--- src/rtl/memory_access_unit_way0_pkg.sv ---
// Shared opcodes, funct3 size codes and FSM state encoding for the way0 memory-access stage.
package memory_access_unit_way0_pkg;

    localparam logic [6:0] OPCODE_LOAD  = 7'b0000011;
    localparam logic [6:0] OPCODE_STORE = 7'b0100011;

    localparam logic [2:0] F3_B  = 3'b000;
    localparam logic [2:0] F3_H  = 3'b001;
    localparam logic [2:0] F3_W  = 3'b010;
    localparam logic [2:0] F3_D  = 3'b011;
    localparam logic [2:0] F3_BU = 3'b100;
    localparam logic [2:0] F3_HU = 3'b101;
    localparam logic [2:0] F3_WU = 3'b110;

    localparam logic [1:0] SIZE_B = 2'd0;
    localparam logic [1:0] SIZE_H = 2'd1;
    localparam logic [1:0] SIZE_W = 2'd2;
    localparam logic [1:0] SIZE_D = 2'd3;

    typedef enum logic [1:0] {
        IDLE   = 2'd0,
        ACCESS = 2'd1,
        HOLD   = 2'd2
    } state_t;

    function automatic logic [3:0] access_bytes(input logic [2:0] funct3);
        case (funct3[1:0])
            SIZE_B:  return 4'd1;
            SIZE_H:  return 4'd2;
            SIZE_W:  return 4'd4;
            default: return 4'd8;
        endcase
    endfunction

endpackage

--- src/rtl/memory_access_unit_way0_mem_align.sv ---
// Byte-lane alignment for way0: misalign detect, store strobes/data placement, load extraction/extension.
module mem_align_way0
    import memory_access_unit_way0_pkg::*;
#(
    parameter int XLEN = 64
) (
    input  logic [2:0]      funct3,
    input  logic [2:0]      addr,
    input  logic [XLEN-1:0] store_data,
    input  logic [XLEN-1:0] read_data,
    output logic            misalign,
    output logic [7:0]      write_mask,
    output logic [XLEN-1:0] write_data,
    output logic [XLEN-1:0] load_data
);

    logic [3:0]      nbytes;
    logic [5:0]      lane_shift;
    logic [7:0]      size_mask;
    logic [XLEN-1:0] data_mask;
    logic [XLEN-1:0] lane;

    function automatic logic [XLEN-1:0] extend_load(input logic [2:0] f3, input logic [XLEN-1:0] raw);
        case (f3)
            F3_B:    return {{(XLEN-8){raw[7]}}, raw[7:0]};
            F3_H:    return {{(XLEN-16){raw[15]}}, raw[15:0]};
            F3_W:    return {{(XLEN-32){raw[31]}}, raw[31:0]};
            F3_BU:   return {{(XLEN-8){1'b0}}, raw[7:0]};
            F3_HU:   return {{(XLEN-16){1'b0}}, raw[15:0]};
            F3_WU:   return {{(XLEN-32){1'b0}}, raw[31:0]};
            F3_D:    return raw;
            default: return raw;
        endcase
    endfunction

    always_comb begin
        nbytes     = access_bytes(funct3);
        lane_shift = {addr, 3'b000};
        // An access crosses the doubleword when its last byte lands past lane 7.
        misalign   = ({1'b0, addr} + nbytes) > 4'd8;
        case (funct3[1:0])
            SIZE_B:  size_mask = 8'h01;
            SIZE_H:  size_mask = 8'h03;
            SIZE_W:  size_mask = 8'h0F;
            default: size_mask = 8'hFF;
        endcase
        for (int i = 0; i < XLEN/8; i++) begin
            data_mask[8*i +: 8] = {8{size_mask[i]}};
        end
        write_mask = size_mask << addr;
        write_data = (store_data & data_mask) << lane_shift;
        lane       = read_data >> lane_shift;
        load_data  = extend_load(funct3, lane);
    end

endmodule

--- src/rtl/memory_access_unit_way0.sv ---
// Way0 memory-access stage: D-cache load/store sequencing and a single registered writeback slot.
// Optional MEM_TESTPORT_EN adds instAddr/inst trace ports carried alongside the slot.
module memory_access_unit_way0
    import memory_access_unit_way0_pkg::*;
#(
    parameter int ADDR_W = 32,
    parameter int XLEN   = 64
) (
    input  logic              clk,
    input  logic              reset_n,
    input  logic              valid_i,
    output logic              ready_o,
    input  logic [6:0]        opCode_i,
    input  logic [2:0]        funct3_i,
    input  logic [XLEN-1:0]   aluResult_i,
    input  logic [XLEN-1:0]   storeData_i,
    input  logic [4:0]        rdAddr_i,
    input  logic              rdWriteEnable_i,
    input  logic [1:0]        way0_pID_i,
    output logic              request_o,
    output logic              writeEnable_o,
    output logic [ADDR_W-1:0] addr_o,
    output logic [XLEN-1:0]   writeData_o,
    output logic [7:0]        writeMask_o,
    input  logic              dataOk_i,
    input  logic [XLEN-1:0]   readData_i,
    output logic              valid_o,
    input  logic              ready_i,
    output logic [4:0]        rdAddr_o,
    output logic              rdWriteEnable_o,
    output logic [XLEN-1:0]   rdWriteData_o,
    output logic [1:0]        way0_pID_o,
`ifdef MEM_TESTPORT_EN
    input  logic [31:0]       instAddr_i,
    input  logic [31:0]       inst_i,
    output logic [31:0]       instAddr_o,
    output logic [31:0]       inst_o,
`endif
    output logic              misalign_o
);

    state_t          state;
    logic            transfer;
    logic            is_load;
    logic            is_store;
    logic            is_mem;
    logic            go_access;
    logic            fill_now;
    logic            mem_done;

    logic [2:0]      funct3_p1;
    logic [4:0]      rd_addr_p1;
    logic            rd_we_p1;
    logic [1:0]      pid_p1;
    logic            is_load_p1;

    logic [2:0]      align_funct3;
    logic [2:0]      align_addr;
    logic            align_misalign;
    logic [7:0]      align_mask;
    logic [XLEN-1:0] align_wdata;
    logic [XLEN-1:0] align_load;

    assign ready_o   = (state == IDLE) || ((state == HOLD) && ready_i);
    assign transfer  = valid_i && ready_o;
    assign is_load   = (opCode_i == OPCODE_LOAD);
    assign is_store  = (opCode_i == OPCODE_STORE);
    assign is_mem    = is_load || is_store;
    assign go_access = transfer && is_mem && !align_misalign;
    assign fill_now  = transfer && !go_access;
    assign mem_done  = (state == ACCESS) && request_o && dataOk_i;

    // No transfer can occur in ACCESS, so the aligner is shared between issue and completion.
    assign align_funct3 = (state == ACCESS) ? funct3_p1   : funct3_i;
    assign align_addr   = (state == ACCESS) ? addr_o[2:0] : aluResult_i[2:0];

    mem_align_way0 #(.XLEN(XLEN)) u_align (
        .funct3     (align_funct3),
        .addr       (align_addr),
        .store_data (storeData_i),
        .read_data  (readData_i),
        .misalign   (align_misalign),
        .write_mask (align_mask),
        .write_data (align_wdata),
        .load_data  (align_load)
    );

    // Stage p1: writeback metadata parked while the D-cache access is in flight
    always_ff @(posedge clk) begin
        if (transfer) begin
            funct3_p1  <= funct3_i;
            rd_addr_p1 <= rdAddr_i;
            rd_we_p1   <= rdWriteEnable_i;
            pid_p1     <= way0_pID_i;
            is_load_p1 <= is_load;
        end
    end

    // Stage p2: request registers and writeback slot
    always_ff @(posedge clk or negedge reset_n) begin
        if (!reset_n) begin
            state           <= IDLE;
            request_o       <= 1'b0;
            writeEnable_o   <= 1'b0;
            addr_o          <= '0;
            writeData_o     <= '0;
            writeMask_o     <= '0;
            valid_o         <= 1'b0;
            rdAddr_o        <= '0;
            rdWriteEnable_o <= 1'b0;
            rdWriteData_o   <= '0;
            way0_pID_o      <= '0;
            misalign_o      <= 1'b0;
        end else begin
            case (state)
                IDLE, HOLD: begin
                    if (go_access) begin
                        state         <= ACCESS;
                        request_o     <= 1'b1;
                        writeEnable_o <= is_store;
                        addr_o        <= aluResult_i[ADDR_W-1:0];
                        writeData_o   <= align_wdata;
                        writeMask_o   <= align_mask;
                        valid_o       <= 1'b0;
                    end else if (fill_now) begin
                        state           <= HOLD;
                        valid_o         <= 1'b1;
                        rdAddr_o        <= rdAddr_i;
                        rdWriteEnable_o <= is_mem ? 1'b0 : rdWriteEnable_i;
                        rdWriteData_o   <= is_mem ? '0 : aluResult_i;
                        way0_pID_o      <= way0_pID_i;
                        misalign_o      <= is_mem;
                    end else if ((state == HOLD) && ready_i) begin
                        state   <= IDLE;
                        valid_o <= 1'b0;
                    end
                end
                ACCESS: begin
                    if (mem_done) begin
                        state           <= HOLD;
                        request_o       <= 1'b0;
                        valid_o         <= 1'b1;
                        rdAddr_o        <= rd_addr_p1;
                        rdWriteEnable_o <= is_load_p1 && rd_we_p1;
                        rdWriteData_o   <= is_load_p1 ? align_load : '0;
                        way0_pID_o      <= pid_p1;
                        misalign_o      <= 1'b0;
                    end
                end
                default: begin
                    state     <= IDLE;
                    request_o <= 1'b0;
                    valid_o   <= 1'b0;
                end
            endcase
        end
    end

`ifdef MEM_TESTPORT_EN
    logic [31:0] inst_addr_p1;
    logic [31:0] inst_p1;

    always_ff @(posedge clk) begin
        if (transfer) begin
            inst_addr_p1 <= instAddr_i;
            inst_p1      <= inst_i;
        end
    end

    always_ff @(posedge clk or negedge reset_n) begin
        if (!reset_n) begin
            instAddr_o <= '0;
            inst_o     <= '0;
        end else if (fill_now) begin
            instAddr_o <= instAddr_i;
            inst_o     <= inst_i;
        end else if (mem_done) begin
            instAddr_o <= inst_addr_p1;
            inst_o     <= inst_p1;
        end
    end
`endif

endmodule

--- config.mk ---
export PLATFORM = sky130hd
export DESIGN_NAME = memory_access_unit_way0
export DESIGN_NICKNAME = d
export VERILOG_FILES = /design/src/rtl/memory_access_unit_way0_pkg.sv /design/src/rtl/memory_access_unit_way0_mem_align.sv /design/src/rtl/memory_access_unit_way0.sv
export SDC_FILE = /design/constraint.sdc
export NUM_CORES = 1
export LEC_CHECK = 0
export ABC_AREA = 1
export ABC_CLOCK_PERIOD_IN_PS = 5000
export CAP_MARGIN = 15
export CORE_MARGIN = 3
export CORE_UTILIZATION = 30
export DETAILED_ROUTE_END_ITERATION = 12
export MAX_ROUTING_LAYER = met4
export PLACE_DENSITY = 0.56
export SLEW_MARGIN = 20
export SYNTH_ARGS = -nofsm -noshare
export SYNTH_HDL_FRONTEND = slang
export SYNTH_SLANG_ARGS = --single-unit
--- constraint.sdc ---
create_clock -name clk -period 5 [get_ports clk]
set_input_delay 1.25 -clock clk [delete_from_list [all_inputs] [get_ports clk]]
set_output_delay 1.25 -clock clk [all_outputs]
set_load 0.03 [all_outputs]
==> impl_metrics.env, run 1 <==
export IMPL_status="finished, final reports clean"
export IMPL_rsz0062_at_grt="false"
export IMPL_timing_final_crit_period_ns=4.20
export IMPL_slew_headroom_pct=38.2
export IMPL_post_cts_resized_instances=0
export IMPL_yosys_top_cell_area_share_pct=35.4
export IMPL_post_route_drc_count=0
export IMPL_place_area_mm2=0.0171
export IMPL_ys_warn_count=0
export IMPL_num_rows=75
export IMPL_grt_use_total_pct=25.8
export IMPL_die_y_um=213
export IMPL_crit_arrival_ns=4.61
export IMPL_cts_tree="done"
export IMPL_path_common_cell="sky130_fd_sc_hd__nand2_1"
export IMPL_finish_net_count=2486
export IMPL_route_detailed_wl_per_inst_um=20.4
export IMPL_crit_end="rdAddr_o[2]$_DFFE_PN0P_"
export IMPL_antenna_violating_nets_left=0
export IMPL_ys_seq_elements=193
export IMPL_n_fill_cell=4432
export IMPL_synth_net_count=2174
export IMPL_finalCritPeriodShare_pct=84.1
export IMPL_synthesis_instances=1955
export IMPL_critPathLaunchType="input port"
export IMPL_dr_first_iter_drc_count=1504
export IMPL_h_tree_depth=4
export IMPL_placeableCoreArea_mm2=0.0420
export IMPL_clock_skew_final_ns=0.0151
export IMPL_critical_path_cell_chain="clkdlybuf4s50_1 > nand2_1 > o21ai_2 > nor2_2 > ha_1 > fa_1 > nand2_1 > inv_1 > o21ai_0 > nand3_2 > nand2_4 > buf_4 > o211ai_4 > buf_12 > inv_2 > o211ai_1 > nand2_1"
export IMPL_cts_setup_buffers=0
export IMPL_worstMarginPinSlew_ns=0.917
export IMPL_timing_critical_path_required_ns=5.40
export IMPL_critPathSlowestCell="sky130_fd_sc_hd__clkdlybuf4s50_1"
export IMPL_synth_largest_area_cell="sky130_fd_sc_hd__dfrtp_1"
export IMPL_timing_reg2reg_setup_slack_ns=1.06
export IMPL_postSynthAreaPerCell_um2=6.55
export IMPL_hold_viol=0
export IMPL_top_count_cell_post_synth="sky130_fd_sc_hd__nand2_1"
export IMPL_cts_path_max_buffers=2
export IMPL_drt_pass1_iter_count=6
export IMPL_critical_path_max_fanout=89
export IMPL_total_leakage_power_nw=8.66
export IMPL_synth_cell_types=42
export IMPL_r2r_start="valid_o$_DFFE_PN0P_"
export IMPL_grt_first_pass_wirelength_mm=85.6
export IMPL_terminus_of_the_critical_flop_to_flop_path="rdAddr_o[2]$_DFFE_PN0P_"
export IMPL_ir_worst_vdd_v=0.000214
export IMPL_start_util_pct=30.5
export IMPL_share_of_post_route_cells_with_drive_strength_above_1_pct=5.61
export IMPL_synthTopCellsByArea="sky130_fd_sc_hd__dfrtp_1, sky130_fd_sc_hd__nand2_1, sky130_fd_sc_hd__nand3_1, sky130_fd_sc_hd__inv_1, sky130_fd_sc_hd__a21oi_1"
export IMPL_synth_top_cells_by_count="sky130_fd_sc_hd__nand2_1, sky130_fd_sc_hd__inv_1, sky130_fd_sc_hd__nand3_1"
export IMPL_design_area_mm2=0.0177
export IMPL_fmaxAchievable_ghz=0.238
export IMPL_grt_remaining_overflow=0
export IMPL_drt_wl_total_mm=57.6
export IMPL_setup_viol=0
export IMPL_clkTransAtPathRegs_ns=0.07
export IMPL_min_path_type="reg2reg"
export IMPL_timing_critical_path_slowest_cell_delay_ns=0.52
export IMPL_post_synth_instance_area_mm2=0.0128
export IMPL_floorplan_die_width_um=213
export IMPL_cap_violations=0
export IMPL_slew_viol_final=0
export IMPL_area_growth_from_synthesis_to_layout_pct=37.9
export IMPL_post_synth_top_flop="sky130_fd_sc_hd__dfrtp_1"
export IMPL_worst_r2r_path_depth=17
export IMPL_globalplace_congestion=0.905
export IMPL_timing_worst_setup_path_type="in2reg"
export IMPL_cp_startpoint="funct3_i[0]"
export IMPL_power_total_mw=5.03
export IMPL_postSynth_asyncResetShare_pct=93.8
export IMPL_detailed_place_hpwl_mm=43.7
export IMPL_clkLatencyLatePin_ns=0.47
export IMPL_power_density_mw_per_mm2=285
export IMPL_number_of_port_buffers=395
export IMPL_first_global_vias=13700
export IMPL_ys_seq_area_share_pct=38.2
export IMPL_grt_max_degree=94
export IMPL_cts_hold_buffers_added=0
export IMPL_worst_setup_path_end_kind="register"
export IMPL_fin_util_pct=42.0
export IMPL_die_area_mm2=0.0452
export IMPL_antenna_violations_before_repair=8
export IMPL_ioPinCount=396
export IMPL_clkSinkCount=193
export IMPL_cts_root_buf="sky130_fd_sc_hd__clkbuf_16"
export IMPL_cts_buffers=17
export IMPL_num_vias=14200
export IMPL_synth_enable_flop_cells=12
export IMPL_route_detailed_vias_per_inst=5.02
export IMPL_finalSetupTns_ns=0
[flip-flops by register name (all words and copies together), names as in the netlist, 2 cells and up]
register / cells
funct3_p1: 3
addr_o: 32
writeMask_o: 8
rdWriteData_o: 64
pid_p1: 2
writeData_o: 64
way0_pID_o: 2
rdAddr_o: 5
rd_addr_p1: 5
[worst min path at each step]
| stage | from | slack [ns] | end | depth (start not counted) |
|---|---|---|---|---|
| 2_1_floorplan | rd_we_p1$_DFFE_PP_ | 0.49 | rdWriteEnable_o$_DFFE_PN0P_ | 2 |
| 3_3_place_gp | addr_o[16]$_DFFE_PN0P_ | 0.46 | addr_o[16]$_DFFE_PN0P_ | 2 |
| 3_5_place_dp | addr_o[13]$_DFFE_PN0P_ | 0.46 | addr_o[13]$_DFFE_PN0P_ | 2 |
| 4_1_cts | addr_o[13]$_DFFE_PN0P_ | 0.48 | addr_o[13]$_DFFE_PN0P_ | 2 |
| 5_1_grt | addr_o[5]$_DFFE_PN0P_ | 0.50 | addr_o[5]$_DFFE_PN0P_ | 2 |
| 6_report | addr_o[13]$_DFFE_PN0P_ | 0.48 | addr_o[13]$_DFFE_PN0P_ | 2 |
[power breakdown]
group | total [mW] | internal (mW) | leakage (nW) | switching [mW]
Sequential | 1.89 | 1.77 | 2.41 | 0.127
Clock | 1.34 | 0.657 | 0.266 | 0.685
Combinational | 1.79 | 0.707 | 5.98 | 1.09
[logic make-up (layout without fill, tap and decap cells)]
group	count (synthesis)	after routing	share of synthesized area, %
adders and majority gates	4	4	0.450
and+or+nand+nor	1011	1011	32.5
buffers and inverters	366	691	12.1
other	0	8	0
AOI/OAI and AO/OA	381	381	16.8
DFF	193	193	38.2
[final cells by class]
type | count | area (um^2) | share of cell area [%]
inverters | 231 | 868 | 4.92
clock inverters | 14 | 108 | 0.610
multi-input cells | 1396 | 6380 | 36.2
repair buffers | 428 | 4270 | 24.2
diodes | 8 | 20.0 | 0.113
clock buffers | 18 | 439 | 2.49
well taps | 539 | 674 | 3.82
flip-flops and latches | 193 | 4890 | 27.7
[layout by cell type (no fill, tap or decap), types with 28 or more instances in the layout]
master / n
sky130_fd_sc_hd__o21ai_1: 31
sky130_fd_sc_hd__nand2_1: 647
sky130_fd_sc_hd__dfrtp_1: 181
sky130_fd_sc_hd__nand3_1: 181
sky130_fd_sc_hd__clkdlybuf4s50_1: 394
sky130_fd_sc_hd__inv_1: 199
sky130_fd_sc_hd__o21ai_0: 124
sky130_fd_sc_hd__o211ai_1: 35
sky130_fd_sc_hd__buf_4: 28
sky130_fd_sc_hd__nor2_1: 146
sky130_fd_sc_hd__inv_2: 30
sky130_fd_sc_hd__a21oi_1: 129
[metal layers]
| metal | wire length [um] | GRT usage, % | up-vias | part of all wire (%) |
|---|---|---|---|---|
| met3 | 3730 | 4.25 | 65 | 6.5 |
| met2 | 25900 | 39.0 | 536 | 45 |
| met5 | 0 | - | - | 0 |
| li1 | - | - | 6863 | - |
| met1 | 26500 | 35.6 | 6720 | 46 |
| met4 | 1510 | 7.62 | 0 | 2.6 |
[critical path, delay by kind of cell]
family,cells,cell delay (ns)
fa+ha+maj,2,0.68
simple gates,6,0.59
buf+inv,5,1.38
compound gates,4,0.65
[per-stage QoR]
stage / worst slack, ns / cells / hold slack, ns
after floorplan: 1.27 / 1955 / 0.493
after global placement: 0.421 / 2787 / 0.462
after detailed placement: 0.365 / 2787 / 0.465
after CTS: 0.865 / 2819 / 0.484
after global routing: 0.572 / 2827 / 0.498
final: 0.797 / 2827 / 0.478
Power figures use the tool's default switching activity.
==> inputs of run 2 (changes only) <==
--- a/config.mk
+++ b/config.mk
@@ -6,13 +6,13 @@
 export NUM_CORES = 1
 export LEC_CHECK = 0
 export ABC_AREA = 1
-export ABC_CLOCK_PERIOD_IN_PS = 5000
+export ABC_CLOCK_PERIOD_IN_PS = 3400
 export CAP_MARGIN = 15
 export CORE_MARGIN = 3
 export CORE_UTILIZATION = 30
 export DETAILED_ROUTE_END_ITERATION = 12
 export MAX_ROUTING_LAYER = met4
-export PLACE_DENSITY = 0.56
+export PLACE_DENSITY = 0.58
 export SLEW_MARGIN = 20
 export SYNTH_ARGS = -nofsm -noshare
 export SYNTH_HDL_FRONTEND = slang
==> constraint.sdc (replaced) <==
create_clock -name clk -period 3.4 [get_ports clk]
set_input_delay 0.85 -clock clk [delete_from_list [all_inputs] [get_ports clk]]
set_output_delay 0.85 -clock clk [all_outputs]
set_load 0.03 [all_outputs]
==> impl_metrics.env, run 2 (same netlist as run 1, synthesis figures left out) <==
export IMPL_status="finished, final reports clean"
export IMPL_total_leakage_power_nw=9.02
export IMPL_ir_worst_vdd_v=0.000289
export IMPL_share_of_post_route_cells_with_drive_strength_above_1_pct=7.91
export IMPL_first_global_vias=14000
export IMPL_die_area_mm2=0.0452
export IMPL_cts_tree="done"
export IMPL_hold_slack_ns=0.408
export IMPL_detailed_place_hpwl_mm=44.3
export IMPL_globalplace_congestion=0.922
export IMPL_die_y_um=213
export IMPL_clkTransAtPathRegs_ns=0.08
export IMPL_layout_common_cells="sky130_fd_sc_hd__nand2_1, sky130_fd_sc_hd__clkdlybuf4s50_1, sky130_fd_sc_hd__inv_1, sky130_fd_sc_hd__nand3_1, sky130_fd_sc_hd__dfrtp_1"
export IMPL_clock_skew_final_ns=0.0128
export IMPL_floorplan_die_width_um=213
export IMPL_cts_path_max_buffers=2
export IMPL_global_route_usage_met1_pct=34.3
export IMPL_drt_pass1_iter_count=6
export IMPL_slew_viol_final=0
export IMPL_hold_viol=0
export IMPL_power_density_mw_per_mm2=417
export IMPL_drt_wl_total_mm=56.8
export IMPL_ioPinCount=396
export IMPL_placeableCoreArea_mm2=0.0420
export IMPL_num_vias=14400
export IMPL_cts_root_buf="sky130_fd_sc_hd__clkbuf_16"
export IMPL_n_fill_cell=4425
export IMPL_slew_headroom_pct=44.2
export IMPL_min_path_type="in2async"
export IMPL_number_of_port_buffers=395
export IMPL_area_growth_from_synthesis_to_layout_pct=42.9
export IMPL_h_tree_depth=4
export IMPL_dr_first_iter_drc_count=1094
export IMPL_worst_setup_path_end_kind="register"
export IMPL_finish_net_count=2544
export IMPL_finalCritPeriodShare_pct=93.3
export IMPL_fmaxAchievable_ghz=0.315
export IMPL_start_util_pct=30.5
export IMPL_grt_remaining_overflow=0
export IMPL_grt_first_pass_wirelength_mm=85.3
export IMPL_worst_r2r_path_depth=18
export IMPL_cts_buffers=17
export IMPL_rsz0062_at_grt="false"
export IMPL_fin_util_pct=43.5
export IMPL_antenna_violating_nets_left=0
export IMPL_post_route_drc_count=0
export IMPL_cap_violations=0
export IMPL_layout_commonest_cell="sky130_fd_sc_hd__nand2_1"
export IMPL_cts_setup_buffers=0
export IMPL_timing_worst_setup_path_type="in2reg"
export IMPL_critPathLaunchType="input port"
export IMPL_crit_arrival_ns=3.53
export IMPL_worstMarginPinSlew_ns=0.836
export IMPL_gr_usage_met3_pct=4.12
export IMPL_route_detailed_vias_per_inst=4.97
export IMPL_critical_path_max_fanout=67
export IMPL_grt_use_total_pct=25.4
export IMPL_grt_busiest_layer="met2"
export IMPL_timing_final_crit_period_ns=3.17
export IMPL_num_rows=75
export IMPL_antenna_violations_before_repair=10
export IMPL_biggestRegsByFlops="rdWriteData_o (64), writeData_o (64), addr_o (32)"
export IMPL_route_detailed_wl_per_inst_um=19.7
export IMPL_grt_max_degree=82
export IMPL_timing_critical_path_required_ns=3.76
export IMPL_met2_usage_pct=39.3
export IMPL_clkSinkCount=193
export IMPL_clkLatencyLatePin_ns=0.46
export IMPL_setup_viol=0
## run 2: per-layer routing
layer / share of wire [%] / up-vias
met5: 0 / -
met4: 2.5 / 0
met3: 6.5 / 68
met2: 46 / 556
met1: 45 / 6769
li1: - / 6969
## run 2: per-stage QoR
stage	area [um^2]	std cells	setup TNS (ns)	power [mW]	setup slack, ns
2_1_floorplan	12800	1955	0	4.21	0.0748
4_1_cts	18300	2877	0	7.68	0.181
3_5_place_dp	17700	2845	-30.52	5.54	-0.291
3_3_place_gp	17700	2845	-31.48	5.52	-0.236
6_report	18300	2888	0	7.62	0.229
5_1_grt	18300	2887	0	8.01	0.0248
## run 2: power breakdown
part	total (mW)	switching [mW]	leakage, nW	internal (mW)
clock network	2.12	0.945	0.293	1.18
logic	2.72	1.62	6.31	1.11
registers	2.78	0.178	2.41	2.60
## run 2: layout make-up
cell class	count	area (um^2)	area share, %
sequential	193	4890	26.7
antenna	11	27.5	0.150
tap	539	674	3.69
inverter	231	868	4.75
clock inverter	13	159	0.869
clock buffer	19	443	2.42
multi-input combinational	1396	6380	34.9
timing repair buffer	486	4850	26.5
## run 2: worst paths after layout
kind | slack, ns | end | startpoint
max reg2reg | 0.40 | writeData_o[23]$_DFFE_PN0P_ | valid_o$_DFFE_PN0P_
min | 0.41 | rdWriteData_o[53]$_DFFE_PN0P_ | reset_n
min in group clk | 0.48 | addr_o[17]$_DFFE_PN0P_ | addr_o[17]$_DFFE_PN0P_
max | 0.23 | writeData_o[57]$_DFFE_PN0P_ | funct3_i[1]
max in group asynchronous | 2.20 | writeData_o[10]$_DFFE_PN0P_ | reset_n
min reg2reg | 0.48 | addr_o[17]$_DFFE_PN0P_ | addr_o[17]$_DFFE_PN0P_
## run 2: worst max-delay path: stages
cell and delay [ns]:
sky130_fd_sc_hd__clkdlybuf4s50_1 0.51, sky130_fd_sc_hd__inv_1 0.05, sky130_fd_sc_hd__nand2_1 0.06, sky130_fd_sc_hd__nand2_1 0.09
sky130_fd_sc_hd__inv_2 0.08, sky130_fd_sc_hd__nor2_2 0.04, sky130_fd_sc_hd__ha_1 0.23, sky130_fd_sc_hd__fa_1 0.44
sky130_fd_sc_hd__nand2_1 0.08, sky130_fd_sc_hd__inv_1 0.04, sky130_fd_sc_hd__o21ai_1 0.13, sky130_fd_sc_hd__nand3_2 0.11
sky130_fd_sc_hd__nand2_4 0.09, sky130_fd_sc_hd__buf_4 0.17, sky130_fd_sc_hd__buf_16 0.26, sky130_fd_sc_hd__a21oi_1 0.08
sky130_fd_sc_hd__a21oi_1 0.18
## run 2: what timing repair did
| action | 4_1_cts | 5_1_grt |
|---|---|---|
| hold buffers | 0 | 0 |
| hold endpoints to repair | 0 | 0 |
| endpoints found under the setup margin | 0 | 2 |
| resized for setup | 0 | 2 |
